## src/rtl/multicycle_control_if.sv

```systemverilog
// Control-to-datapath/memory bundle for the multi-cycle controller.
// master = controller side, slave = datapath/memory side.
interface multicycle_control_if #(
  parameter int OPCODE_W = 4,
  parameter int ALU_OP_W = 3
);
  logic [OPCODE_W-1:0] opcode;
  logic                mem_ready;
  logic                mem_req;
  logic                mem_read;
  logic                mem_write;
  logic                ir_write;
  logic                pc_write;
  logic                jump;
  logic                branch;
  logic                beq;
  logic                reg_dst;
  logic                alu_src;
  logic                mem_to_reg;
  logic                reg_write;
  logic [ALU_OP_W-1:0] alu_op;
  logic                instr_done;
  logic                illegal_op;
  logic                bus_err;
  logic                halted;

  modport master (
    input  opcode, mem_ready,
    output mem_req, mem_read, mem_write, ir_write, pc_write, jump, branch, beq,
           reg_dst, alu_src, mem_to_reg, reg_write, alu_op, instr_done, illegal_op,
           bus_err, halted
  );

  modport slave (
    output opcode, mem_ready,
    input  mem_req, mem_read, mem_write, ir_write, pc_write, jump, branch, beq,
           reg_dst, alu_src, mem_to_reg, reg_write, alu_op, instr_done, illegal_op,
           bus_err, halted
  );
endinterface

```

## src/rtl/multicycle_control.sv

```systemverilog
// Multi-cycle main control FSM (FETCH/DECODE/EXEC/MEM/WB); CTRL_PERF_CNT_EN adds retired/stall counters.
// Latency at zero wait states: j/beq/bne 3, add/addi/sw 4, lw 5 cycles; illegal/halt retire in DECODE.
// Backpressure: mem_req held until mem_ready; MEM_TIMEOUT wait cycles set sticky bus_err and halt.
module multicycle_control #(
  parameter int OPCODE_W    = 4,
  parameter int ALU_OP_W    = 3,
  parameter int MEM_TIMEOUT = 15
) (
  input  logic                 clk,
  input  logic                 rst,
  multicycle_control_if.master ctl
`ifdef CTRL_PERF_CNT_EN
  ,
  output logic [15:0]          retired_cnt,
  output logic [15:0]          stall_cnt
`endif
);
  localparam logic [3:0] OP_ADD  = 4'h0;
  localparam logic [3:0] OP_ADDI = 4'h1;
  localparam logic [3:0] OP_LW   = 4'h2;
  localparam logic [3:0] OP_SW   = 4'h3;
  localparam logic [3:0] OP_BEQ  = 4'h4;
  localparam logic [3:0] OP_BNE  = 4'h5;
  localparam logic [3:0] OP_J    = 4'h6;
  localparam logic [3:0] OP_HALT = 4'hF;
  localparam logic [7:0] TIMEOUT = 8'(MEM_TIMEOUT);

  typedef enum logic [2:0] {
    S_FETCH, S_DECODE, S_EXEC, S_MEM, S_WB, S_HALT
  } state_t;

  state_t              state_q, state_d;
  logic [3:0]          opcode_q;
  logic [7:0]          wait_cnt_q;
  logic                bus_err_q;
  logic                bus_err_set;
  logic                timeout;
  logic [OPCODE_W-1:0] op_full;
  logic [3:0]          op_lo;
  logic                op_legal;

  assign op_full  = ctl.opcode;
  assign op_lo    = op_full[3:0];
  assign op_legal = ((op_full >> 4) == '0) && ((op_lo <= OP_J) || (op_lo == OP_HALT));
  // A ready in the final wait cycle still wins over the timeout.
  assign timeout  = (wait_cnt_q == TIMEOUT) && !ctl.mem_ready;

  always_comb begin
    ctl.mem_req    = 1'b0;
    ctl.mem_read   = 1'b0;
    ctl.mem_write  = 1'b0;
    ctl.ir_write   = 1'b0;
    ctl.pc_write   = 1'b0;
    ctl.jump       = 1'b0;
    ctl.branch     = 1'b0;
    ctl.beq        = 1'b0;
    ctl.reg_dst    = 1'b0;
    ctl.alu_src    = 1'b0;
    ctl.mem_to_reg = 1'b0;
    ctl.reg_write  = 1'b0;
    ctl.alu_op     = '0;
    ctl.instr_done = 1'b0;
    ctl.illegal_op = 1'b0;
    ctl.bus_err    = bus_err_q & ~rst;
    ctl.halted     = 1'b0;
    state_d        = state_q;
    bus_err_set    = 1'b0;

    if (!rst) begin
      case (state_q)
        S_FETCH: begin
          if (timeout) begin
            bus_err_set = 1'b1;
            state_d     = S_HALT;
          end else begin
            ctl.mem_req  = 1'b1;
            ctl.mem_read = 1'b1;
            if (ctl.mem_ready) begin
              ctl.ir_write = 1'b1;
              ctl.pc_write = 1'b1;
              state_d      = S_DECODE;
            end
          end
        end
        S_DECODE: begin
          if (!op_legal) begin
            ctl.illegal_op = 1'b1;
            ctl.instr_done = 1'b1;
            state_d        = S_FETCH;
          end else if (op_lo == OP_HALT) begin
            ctl.instr_done = 1'b1;
            state_d        = S_HALT;
          end else begin
            state_d = S_EXEC;
          end
        end
        S_EXEC: begin
          case (opcode_q)
            OP_ADD: begin
              ctl.reg_dst = 1'b1;
              state_d     = S_WB;
            end
            OP_ADDI: begin
              ctl.alu_src = 1'b1;
              state_d     = S_WB;
            end
            OP_LW, OP_SW: begin
              ctl.alu_src = 1'b1;
              state_d     = S_MEM;
            end
            OP_BEQ, OP_BNE: begin
              ctl.alu_op     = ALU_OP_W'(1);
              ctl.branch     = 1'b1;
              ctl.beq        = (opcode_q == OP_BEQ);
              ctl.instr_done = 1'b1;
              state_d        = S_FETCH;
            end
            OP_J: begin
              ctl.jump       = 1'b1;
              ctl.pc_write   = 1'b1;
              ctl.instr_done = 1'b1;
              state_d        = S_FETCH;
            end
            default: state_d = S_FETCH;
          endcase
        end
        S_MEM: begin
          if (timeout) begin
            bus_err_set = 1'b1;
            state_d     = S_HALT;
          end else begin
            ctl.mem_req   = 1'b1;
            ctl.mem_read  = (opcode_q == OP_LW);
            ctl.mem_write = (opcode_q == OP_SW);
            if (ctl.mem_ready) begin
              if (opcode_q == OP_LW) begin
                state_d = S_WB;
              end else begin
                ctl.instr_done = 1'b1;
                state_d        = S_FETCH;
              end
            end
          end
        end
        S_WB: begin
          ctl.reg_write  = 1'b1;
          ctl.reg_dst    = (opcode_q == OP_ADD);
          ctl.mem_to_reg = (opcode_q == OP_LW);
          ctl.instr_done = 1'b1;
          state_d        = S_FETCH;
        end
        S_HALT:  ctl.halted = 1'b1;
        default: state_d = S_FETCH;
      endcase
    end
  end

  always_ff @(posedge clk) begin
    if (rst) begin
      state_q    <= S_FETCH;
      opcode_q   <= '0;
      wait_cnt_q <= '0;
      bus_err_q  <= 1'b0;
    end else begin
      state_q <= state_d;
      if (state_q == S_DECODE) begin
        opcode_q <= op_lo;
      end
      if (bus_err_set) begin
        bus_err_q <= 1'b1;
      end
      // Each new access starts its own wait budget.
      if ((state_d != state_q) && ((state_d == S_FETCH) || (state_d == S_MEM))) begin
        wait_cnt_q <= '0;
      end else if (ctl.mem_req && !ctl.mem_ready) begin
        wait_cnt_q <= wait_cnt_q + 8'd1;
      end
    end
  end

`ifdef CTRL_PERF_CNT_EN
  logic [15:0] retired_q;
  logic [15:0] stall_q;

  always_ff @(posedge clk) begin
    if (rst) begin
      retired_q <= '0;
      stall_q   <= '0;
    end else begin
      if (ctl.instr_done) begin
        retired_q <= retired_q + 16'd1;
      end
      if (ctl.mem_req && !ctl.mem_ready) begin
        stall_q <= stall_q + 16'd1;
      end
    end
  end

  assign retired_cnt = rst ? 16'd0 : retired_q;
  assign stall_cnt   = rst ? 16'd0 : stall_q;
`endif
endmodule
```

## src/flat_wrapper.sv

```systemverilog
// flat-port wrapper written by rule: the top's interface ports become plain ports
module multicycle_control_flat 
#(
  parameter int OPCODE_W    = 4,
  parameter int ALU_OP_W    = 3,
  parameter int MEM_TIMEOUT = 15
)
  (clk, rst, ctl_opcode, ctl_mem_ready, ctl_mem_req, ctl_mem_read, ctl_mem_write, ctl_ir_write, ctl_pc_write, ctl_jump, ctl_branch, ctl_beq, ctl_reg_dst, ctl_alu_src, ctl_mem_to_reg, ctl_reg_write, ctl_alu_op, ctl_instr_done, ctl_illegal_op, ctl_bus_err, ctl_halted);
  multicycle_control_if #(.OPCODE_W(OPCODE_W), .ALU_OP_W(ALU_OP_W)) ctl_i ();
  input  logic clk;
  input  logic rst;
  input wire logic [$bits(ctl_i.opcode)-1:0] ctl_opcode;
  input wire logic [$bits(ctl_i.mem_ready)-1:0] ctl_mem_ready;
  output wire logic [$bits(ctl_i.mem_req)-1:0] ctl_mem_req;
  output wire logic [$bits(ctl_i.mem_read)-1:0] ctl_mem_read;
  output wire logic [$bits(ctl_i.mem_write)-1:0] ctl_mem_write;
  output wire logic [$bits(ctl_i.ir_write)-1:0] ctl_ir_write;
  output wire logic [$bits(ctl_i.pc_write)-1:0] ctl_pc_write;
  output wire logic [$bits(ctl_i.jump)-1:0] ctl_jump;
  output wire logic [$bits(ctl_i.branch)-1:0] ctl_branch;
  output wire logic [$bits(ctl_i.beq)-1:0] ctl_beq;
  output wire logic [$bits(ctl_i.reg_dst)-1:0] ctl_reg_dst;
  output wire logic [$bits(ctl_i.alu_src)-1:0] ctl_alu_src;
  output wire logic [$bits(ctl_i.mem_to_reg)-1:0] ctl_mem_to_reg;
  output wire logic [$bits(ctl_i.reg_write)-1:0] ctl_reg_write;
  output wire logic [$bits(ctl_i.alu_op)-1:0] ctl_alu_op;
  output wire logic [$bits(ctl_i.instr_done)-1:0] ctl_instr_done;
  output wire logic [$bits(ctl_i.illegal_op)-1:0] ctl_illegal_op;
  output wire logic [$bits(ctl_i.bus_err)-1:0] ctl_bus_err;
  output wire logic [$bits(ctl_i.halted)-1:0] ctl_halted;
  assign ctl_i.opcode = ctl_opcode;
  assign ctl_i.mem_ready = ctl_mem_ready;
  assign ctl_mem_req = ctl_i.mem_req;
  assign ctl_mem_read = ctl_i.mem_read;
  assign ctl_mem_write = ctl_i.mem_write;
  assign ctl_ir_write = ctl_i.ir_write;
  assign ctl_pc_write = ctl_i.pc_write;
  assign ctl_jump = ctl_i.jump;
  assign ctl_branch = ctl_i.branch;
  assign ctl_beq = ctl_i.beq;
  assign ctl_reg_dst = ctl_i.reg_dst;
  assign ctl_alu_src = ctl_i.alu_src;
  assign ctl_mem_to_reg = ctl_i.mem_to_reg;
  assign ctl_reg_write = ctl_i.reg_write;
  assign ctl_alu_op = ctl_i.alu_op;
  assign ctl_instr_done = ctl_i.instr_done;
  assign ctl_illegal_op = ctl_i.illegal_op;
  assign ctl_bus_err = ctl_i.bus_err;
  assign ctl_halted = ctl_i.halted;
  multicycle_control #(.OPCODE_W(OPCODE_W), .ALU_OP_W(ALU_OP_W), .MEM_TIMEOUT(MEM_TIMEOUT)) u_core (.clk(clk), .rst(rst), .ctl(ctl_i));
endmodule
```

## config.mk

```make
export PLATFORM = sky130hd
export DESIGN_NAME = multicycle_control_flat
export DESIGN_NICKNAME = d
export VERILOG_FILES = /design/src/rtl/multicycle_control_if.sv /design/src/rtl/multicycle_control.sv /design/src/flat_wrapper.sv
export SDC_FILE = /design/constraint.sdc
export NUM_CORES = 1
export LEC_CHECK = 0
export CORE_MARGIN = 1.5
export CORE_UTILIZATION = 45
export DETAILED_ROUTE_END_ITERATION = 10
export GPL_ROUTABILITY_DRIVEN = 0
export GPL_TIMING_DRIVEN = 0
export PLACE_DENSITY = 0.75
export SETUP_SLACK_MARGIN = 0.15
export SLEW_MARGIN = 20
export SYNTH_ARGS = -nofsm -noshare
export SYNTH_HDL_FRONTEND = slang
export SYNTH_SLANG_ARGS = --single-unit
```

## constraint.sdc

```tcl
create_clock -name clk -period 1.7 [get_ports clk]
set_input_delay 0.34 -clock clk [delete_from_list [all_inputs] [get_ports clk]]
set_output_delay 0.34 -clock clk [all_outputs]
set_load 0.01 [all_outputs]
```

# Word level (Yosys, flattened, before mapping)

Cells that the tools add are included.
Widths: inputs -> output; s select.

Bits in registers: 16

Add/sub/neg operators: 1
Magnitude comparators: 1
Eq/ne operators: 15
Mux-type cells: 63
Bitwise logic cells: 2
Reductions and logical operators: 16

Operators by type and width:

| cell                | number |
|---|---|
| $mux 1              | 47 |
| $mux 3              | 10 |
| $pmux 3 s5          | 1 |
| $eq 4x3->1 const B  | 3 |
| $reduce_or 2->1     | 5 |
| $eq 3x2->1 const B  | 3 |
| $add 8x1->8 const B | 1 |
| $eq 4x2->1 const B  | 2 |
| $eq 8x4->1 const B  | 1 |
| $eq 3x3->1 const B  | 2 |
| $logic_not 3->1     | 2 |
| $pmux 1 s2          | 3 |
| $pmux 3 s2          | 1 |
| $reduce_or 3->1     | 2 |
| $eq 4x1->1 const B  | 1 |
| $eq 4x4->1 const B  | 1 |
| $le 4x3->1 const B  | 1 |
| $logic_not 4->1     | 1 |
| $pmux 1 s4          | 1 |
| $eq 3x1->1 const B  | 1 |
| $logic_and 1x1->1   | 3 |
| $ne 3x3->1          | 1 |
| $logic_or 1x1->1    | 2 |
| $and 1x1->1         | 1 |
| 2 further kinds     | 2 |

# Longest topological paths before layout

Gate-level depths: netlist (run 1).

Depth in word-level cells: 10
Mapped depth: 6
Mapped depth without buffers: 5

# Worst setup path after synthesis (run 1)

No wires, ideal clock.

Path kind: register -> output
Start point: reg u_core.state_q[0]
End point: out ctl_reg_dst
Arrival: 1431 ps
Path slack: -71 ps
Cell stages (with the launch flop): 5
Buffers on the path: 1
Cell sequence: dfxtp_1 buf_6 nor3_1 nand2b_1 a2111oi_0

Cells in the longest elaborated chain, start to end: 3
Elaborated cells between the ends (all ways): 4
Those cells by class: eq/ne (2); mux (2)

Ends and longest elaborated chain:

| item                                            | line                      | RTL |
|---|---|---|
| start, declared                                 | multicycle_control.sv:32  | `state_t state_q, state_d;` |
| start signal, assigned                          | multicycle_control.sv:165 | `state_q <= state_d;` |
| $eq 3x3->1 / $eq 3x2->1 (equally long branches) | multicycle_control.sv:70  | `case (state_q)` |
| $pmux 1 s2 (*)                                  | multicycle_control.sv:70  |  |
| $mux 1 (*)                                      | multicycle_control.sv:69  | `if (!rst) begin` |
| end, declared                                   | flat_wrapper.sv:22        | `output wire logic [$bits(ctl_i.reg_dst)-1:0] ctl_reg_dst;` |

Every way passes the cells marked *; elsewhere a longest branch is shown, timed or not.

# Worst setup path after layout (run 1)

Start point: reg u_core.state_q[1]
End point: out ctl_instr_done

Cells in the longest elaborated chain, start to end: 3
Elaborated cells between the ends (all ways): 6
Those cells by class: eq/ne (4); mux (2)

Ends and longest elaborated chain:

| item                               | line                     | RTL |
|---|---|---|
| $eq 3x3->1 (tied with other cells) | multicycle_control.sv:70 |  |
| $pmux 1 s4 (*)                     | multicycle_control.sv:70 |  |
| $mux 1 (*)                         | multicycle_control.sv:69 |  |
| end, declared                      | flat_wrapper.sv:27       | `output wire logic [$bits(ctl_i.instr_done)-1:0] ctl_instr_done;` |

Marked as above.

==> results of run 1 <==
-- metrics by stage --
step / util (%) / power, W / area (um^2) / hold WS [ns]
CTS: 75.4 / 0.000899 / 1890 / 0.480
floorplan: - / 0.000545 / 1240 / 0.458
global placement: 60.0 / 0.000608 / 1500 / 0.483
finish: 81.0 / 0.000962 / 2020 / 0.489
global route: 81.0 / 0.00100 / 2020 / 0.509
detailed placement: 60.0 / 0.000615 / 1500 / 0.497
-- power by group through the flow --
stage	logic, W	registers [W]	clock network, W
6_report	0.000364	0.000399	0.000199
5_1_grt	0.000382	0.000400	0.000218
4_1_cts	0.000305	0.000397	0.000196
3_5_place_dp	0.000208	0.000407	0
3_3_place_gp	0.000202	0.000406	0
2_1_floorplan	0.000141	0.000403	0
-- worst max path at each step --
stage,to,slack (ns)
after CTS,ctl_mem_req,-0.16
after global placement,ctl_instr_done,-1.01
after global routing,ctl_instr_done,-0.32
final,ctl_instr_done,-0.27
after detailed placement,ctl_instr_done,-1.02
after floorplan,ctl_mem_write,0.13
-- cell families (layout without fill, tap and decap cells) --
kind of cell,count (synthesis),after routing,synth area share [%]
XOR/XNOR,10,10,7.36
AND/OR/NAND/NOR,81,81,38.9
multiplexers,1,1,1.16
adder cells (fa/ha/maj),1,1,1.05
AO/OA/AOI/OAI,29,29,18.0
other,1,2,0.315
buffers and inverters,12,74,6.31
flip-flops,16,16,26.9
-- flip-flops by register name (all words and copies together), names as in the netlist --
| register | flops |
|---|---|
| u_core.bus_err_q | 1 |
| u_core.wait_cnt_q | 8 |
| u_core.opcode_q | 4 |
| u_core.state_q | 3 |
-- repair_timing --
action	in CTS	in global routing
resized for setup	135	18
setup buffers	29	8
pin swaps	29	12
endpoints found under the setup margin	31	26
-- placed cells by master, fill, tap and decap left out, types with 3 or more instances in the layout --
cell	netlist	layout
buf_2	3	14
nand3_1	6	4
nand2b_1	8	4
dfxtp_4	0	3
a21oi_1	6	6
clkbuf_4	0	3
dfxtp_2	0	5
dlygate4sd2_1	0	4
nor2_2	0	4
nand2b_4	0	4
a211oi_2	0	5
nor2_1	18	12
or2_4	1	3
xor2_1	6	6
dfxtp_1	16	8
nand4_1	4	4
and2_1	3	3
xnor2_1	4	4
nor3_2	3	3
buf_6	1	21
nor3_4	0	3
buf_4	5	27
o21ai_0	5	3
nand2_1	14	14
-- critical path: cells and delay by family (launching register included) --
family / cells / cell delay, ns
buf+inv: 2 / 0.29
flops: 1 / 0.37
simple gates: 4 / 0.50
compound gates: 1 / 0.20
-- routing by layer --
layer	track usage, %	vias to the layer above	part of all wire [%]
met2	55.0	78	48
met1	40.6	709	41
met4	16.7	0	4.5
li1	-	663	-
met3	6.28	24	6.5
met5	0	-	0
-- cell type report --
| class | count | area [um^2] | area share, % |
|---|---|---|---|
| multi-input cells | 124 | 1040 | 51.5 |
| repair buffers | 59 | 477 | 23.5 |
| flip-flops and latches | 16 | 338 | 16.7 |
| plain buffers | 11 | 103 | 5.07 |
| well taps | 30 | 37.5 | 1.85 |
| clock buffers | 3 | 22.5 | 1.11 |
| inverters | 1 | 3.75 | 0.185 |
==> results.py, run 1 <==
metrics = {
    "synth": {
        "synth_most_common_cell": "nor2_1",
        "yosysWarnings": 0,
        "yosysUniqueCellTypes": 41,
        "yosys-top-cells-count": "18 x nor2_1, 16 x dfxtp_1, 14 x nand2_1",
        "syn-instance-count": 151,
        "ys_top_cells_by_area": "dfxtp_1 27%, nor2_1 5.7%, a211oi_1 4.4%, nand2_1 4.4%, xor2_1 4.4%",
        "synth_area_um2": 1190,
        "synth.yosys.seq_area_share_pct": 26.9,
        "synthFlopType": "dfxtp_1",
        "ys_seq_elements": 16,
        "synth_top_area_share_pct": 26.9,
        "yosys.area.top_type": "dfxtp_1",
        "syn_area_per_cell_um2": 7.88,
        "synth_edf_count": 0,
        "async_flop_share_pct": 0,
    },
    "finish": {
        "drive_above_1_share_pct": 57.9,
        "fill_cells": 148,
        "diodes": 0,
        "layout.nets": 224,
        "syn2layout_area_growth_pct": 70.1,
        "instances_no_fill": 244,
    },
    "critical_path": {
        "crit_top_cell": "nor2_1",
        "criticalPathCategory": "reg2out",
        "crit_slowest_cell": "dfxtp_2",
        "start_kind": "flip-flop",
        "path_cells": "buf_6 > and2b_2 > nand3_4 > o22ai_2 > nor2_1 > nor2_1 > buf_2",
        "worst_ep_required_time_ns": 1.36,
        "startpoint": "u_core.state_q[1]",
        "regToRegSetupSlack_ns": -0.15,
        "slowest_delay_ns": 0.37,
        "cp_max_fo": 7,
        "endpoint_kind": "output port",
        "regToRegEndpoint": "u_core.wait_cnt_q[1]",
        "arrival_ns": 1.63,
        "r2r_cells": 8,
        "r2r-start": "u_core.state_q[1]",
    },
    "detailed_routing": {
        "finalWirelength_um": 4870,
        "num_vias": 1474,
        "drc": 0,
        "routedWlPerCell_um": 20.0,
        "vias_per_cell": 6.04,
        "drtIter0Drc": 49,
        "dr.pass1.iters": 4,
        "route.antenna.remaining_nets": 0,
    },
    "place": {
        "port_buffers": 22,
        "dp.cells": 204,
        "dpl.hpwl_um": 2390,
        "pre_cts_ws_ns": -1.02,
    },
    "die": {
        "coreArea_um2": 2500,
        "die_h_um": 54.4,
        "die-area_um2": 2960,
        "start_util_pct": 47.6,
        "ios": 26,
        "die_w_um": 54.4,
        "rows": 18,
    },
    "cts": {
        "cts_buffers": 3,
        "clock_path_buffers": 2,
        "postCtsHoldBufs": 0,
        "htree_levels": 1,
        "clock_latency_ns": 0.29,
        "cts.reportedPaths.clkPinSlew_ns": 0.08,
        "clkSinkCount": 16,
        "tritoncts": "done",
        "cts-root-buf": "clkbuf_4",
    },
    "power": {
        "switching_power_w": 0.000320,
        "p_int_w": 0.000643,
        "ir_drop_uv": 430,
        "power_density_nw_per_um2": 475,
        "clock_power_share_pct": 20.7,
        "p_comb_share_pct": 37.8,
        "p_sw_share_pct": 33.2,
        "seq_power_share_pct": 41.5,
        "p_leak_nw": 0.838,
    },
    "global_route": {
        "grt_pass1_vias": 1428,
        "grt_pass1_wl_um": 6850,
        "antenna_found_initial": 0,
        "grt_use_total_pct": 33.1,
        "grt_max_degree": 11,
        "grt-ovfl-total": 0,
    },
    "timing": {
        "setup_viol": 20,
        "fin_skew_ns": 0.0130,
        "post-route-min-period_ns": 1.97,
        "fin_setup_tns_ns": -2.47,
        "fin_crit_sh_pct": 116,
        "fin_ws_ns": -0.270,
        "finalMaxSlewViolations": 0,
        "hold_violations": 0,
        "fmax_mhz": 508,
        "rsz0062_at_grt": "yes",
    },
    "run_status": {
        "violations": "setup timing",
        "status": "finished, violations left",
    },
    "min_path": {
        "hp-start": "ctl_opcode[2]",
        "min_path_cells": 3,
        "whs_endpoint": "u_core.opcode_q[2]",
        "hold_class": "in2reg",
    },
    "job": {
        "max-cap-violations": 0,
    },
}
Note: power is estimated with default switching activity, not from simulation.
==> run 2: changes to the inputs <==
- SLEW_MARGIN: 20 -> unset
==> results of run 2 <==
Same layout as run 1: the final DEF is identical, and so are final timing and power.
==> RTL edit (config.mk and constraints of run 1) <==
Re-encode `state_t` (6 states) as one-hot, 6 bits wide.
--- a/src/rtl/multicycle_control.sv
+++ b/src/rtl/multicycle_control.sv
@@ -26,6 +26,6 @@
   localparam logic [7:0] TIMEOUT = 8'(MEM_TIMEOUT);
 
-  typedef enum logic [2:0] {
-    S_FETCH, S_DECODE, S_EXEC, S_MEM, S_WB, S_HALT
+  typedef enum logic [5:0] {
+    S_FETCH = 6'b000001, S_DECODE = 6'b000010, S_EXEC = 6'b000100, S_MEM = 6'b001000, S_WB = 6'b010000, S_HALT = 6'b100000
   } state_t;
 
Formal check against the unedited RTL: no difference found for any inputs over 10 cycles, from zero or initial values and one cycle with rst high; not proved beyond that.
==> RTL edit against run 1 <==
The run still ends with negative setup slack left; core utilization grew 11 points; design area is 13% higher; synthesized area is 1.2% higher; wire length up 17%; register-to-register slack lost 480 ps; maximum frequency fell by 17%; power is 30% higher; sequential cell count rose by 3; non-clock buffer count increased by 5; clock skew down 6.1 ps; worst setup slack worse by 400 ps; hold slack worse by 67 ps; critical path type unchanged; largest power group is now combinational logic.
==> RTL edit: results <==
set metrics [dict create \
    seq-cell-share 0.176 \
    synth-compound-area-share 0.138 \
    post_drt_wl_per_cell_um 23.1 \
    grt_util_met2 0.542 \
    muxShareOfSynthArea 0.0416 \
    grt_use_met1 0.433 \
    synth_fa_ha_area_frac 0.0104 \
    r2r_slack_ps -630 \
    cts_resized 143 \
    status "finished, violations left" \
    clock_skew_ps 6.90 \
    ys_seq_area_frac 0.316 \
    synth-seq-cells 19 \
    p_int_mw 0.787 \
    grt_use_total 0.330 \
    synth.distinct_cells 46 \
    bufAreaShareNonClock 0.296 \
    finalSetupViolCount 29 \
    path_max_fanout 4 \
    hpwl_mm 2.17 \
    clk_share 0.0120 \
    place_ws_ps -1170 \
    final-seq-area_um2 405 \
    place_area_um2 1530 \
    clock_power_mw 0.267 \
    top_regs "u_core.wait_cnt_q x8, u_core.state_q x6, u_core.opcode_q x4" \
    stdcell_count 248 \
    pg_seq_mw 0.487 \
    startpoint "u_core.state_q[3]" \
    postCtsSetupBuffers 27 \
    path_clk_slew_ps 140 \
    endpoint "ctl_pc_write" \
    synth_area_leaders "dfxtp_1 (32%), nor2_1 (5.9%), xnor2_1 (4.4%), a21oi_1 (4.2%), mux2i_1 (4.2%)" \
    syn_inst 147 \
    timing.rr.end "u_core.wait_cnt_q[2]" \
    nNetsFinal 227 \
    buffers 75 \
    synthXorXnorAreaFrac 0.0728 \
    multi_input_area_um2 1140 \
    setup_ws_ps -666 \
    worstPathArrival_ps 2030 \
    grt_pass1_vias 1413 \
    n_tap_cell 30 \
    inverters 3 \
    violations "negative setup slack" \
    layout-drive-gt1-share 0.624 \
    io_buffers 22 \
    place_inst 200 \
    p_leak_nw 0.951 \
    synth_commonest_cells "dfxtp_1 (19), nor2_1 (19), a21oi_1 (10)" \
    m1WireLength_mm 2.30 \
    grt_start_max_net_pins 12 \
    p_switching_mw 0.460 \
    nFillCells 93 \
    grt_pass1_wl_mm 7.02 \
]
==> RTL edit: changes by cell type in the layout (fill, tap and decap cells not counted), moves of 5 or more <==
cell      delta
a21oi_2      +8
mux2i_1      +5
a211oi_2     -5
nand2_1      -9
==> RTL edit: worst min path at each step <==
stage / depth (start not counted) / slack (ps) / startpoint / end
after floorplan: 1 / 420 / ctl_opcode[3] / u_core.state_q[2]
after global placement: 2 / 440 / u_core.bus_err_q / u_core.bus_err_q
after detailed placement: 2 / 450 / u_core.bus_err_q / u_core.bus_err_q
after CTS: 3 / 420 / ctl_mem_ready / u_core.state_q[1]
after global routing: 3 / 420 / ctl_mem_ready / u_core.state_q[1]
final: 3 / 420 / ctl_mem_ready / u_core.state_q[1]
==> RTL edit: logic make-up after synthesis <==
family / after synthesis
flip-flops: 19
XOR/XNOR: 10
multiplexers: 5
other: 1
AO/OA/AOI/OAI: 23
adder cells (fa/ha/maj): 1
buffers and inverters: 12
AND/OR/NAND/NOR: 76
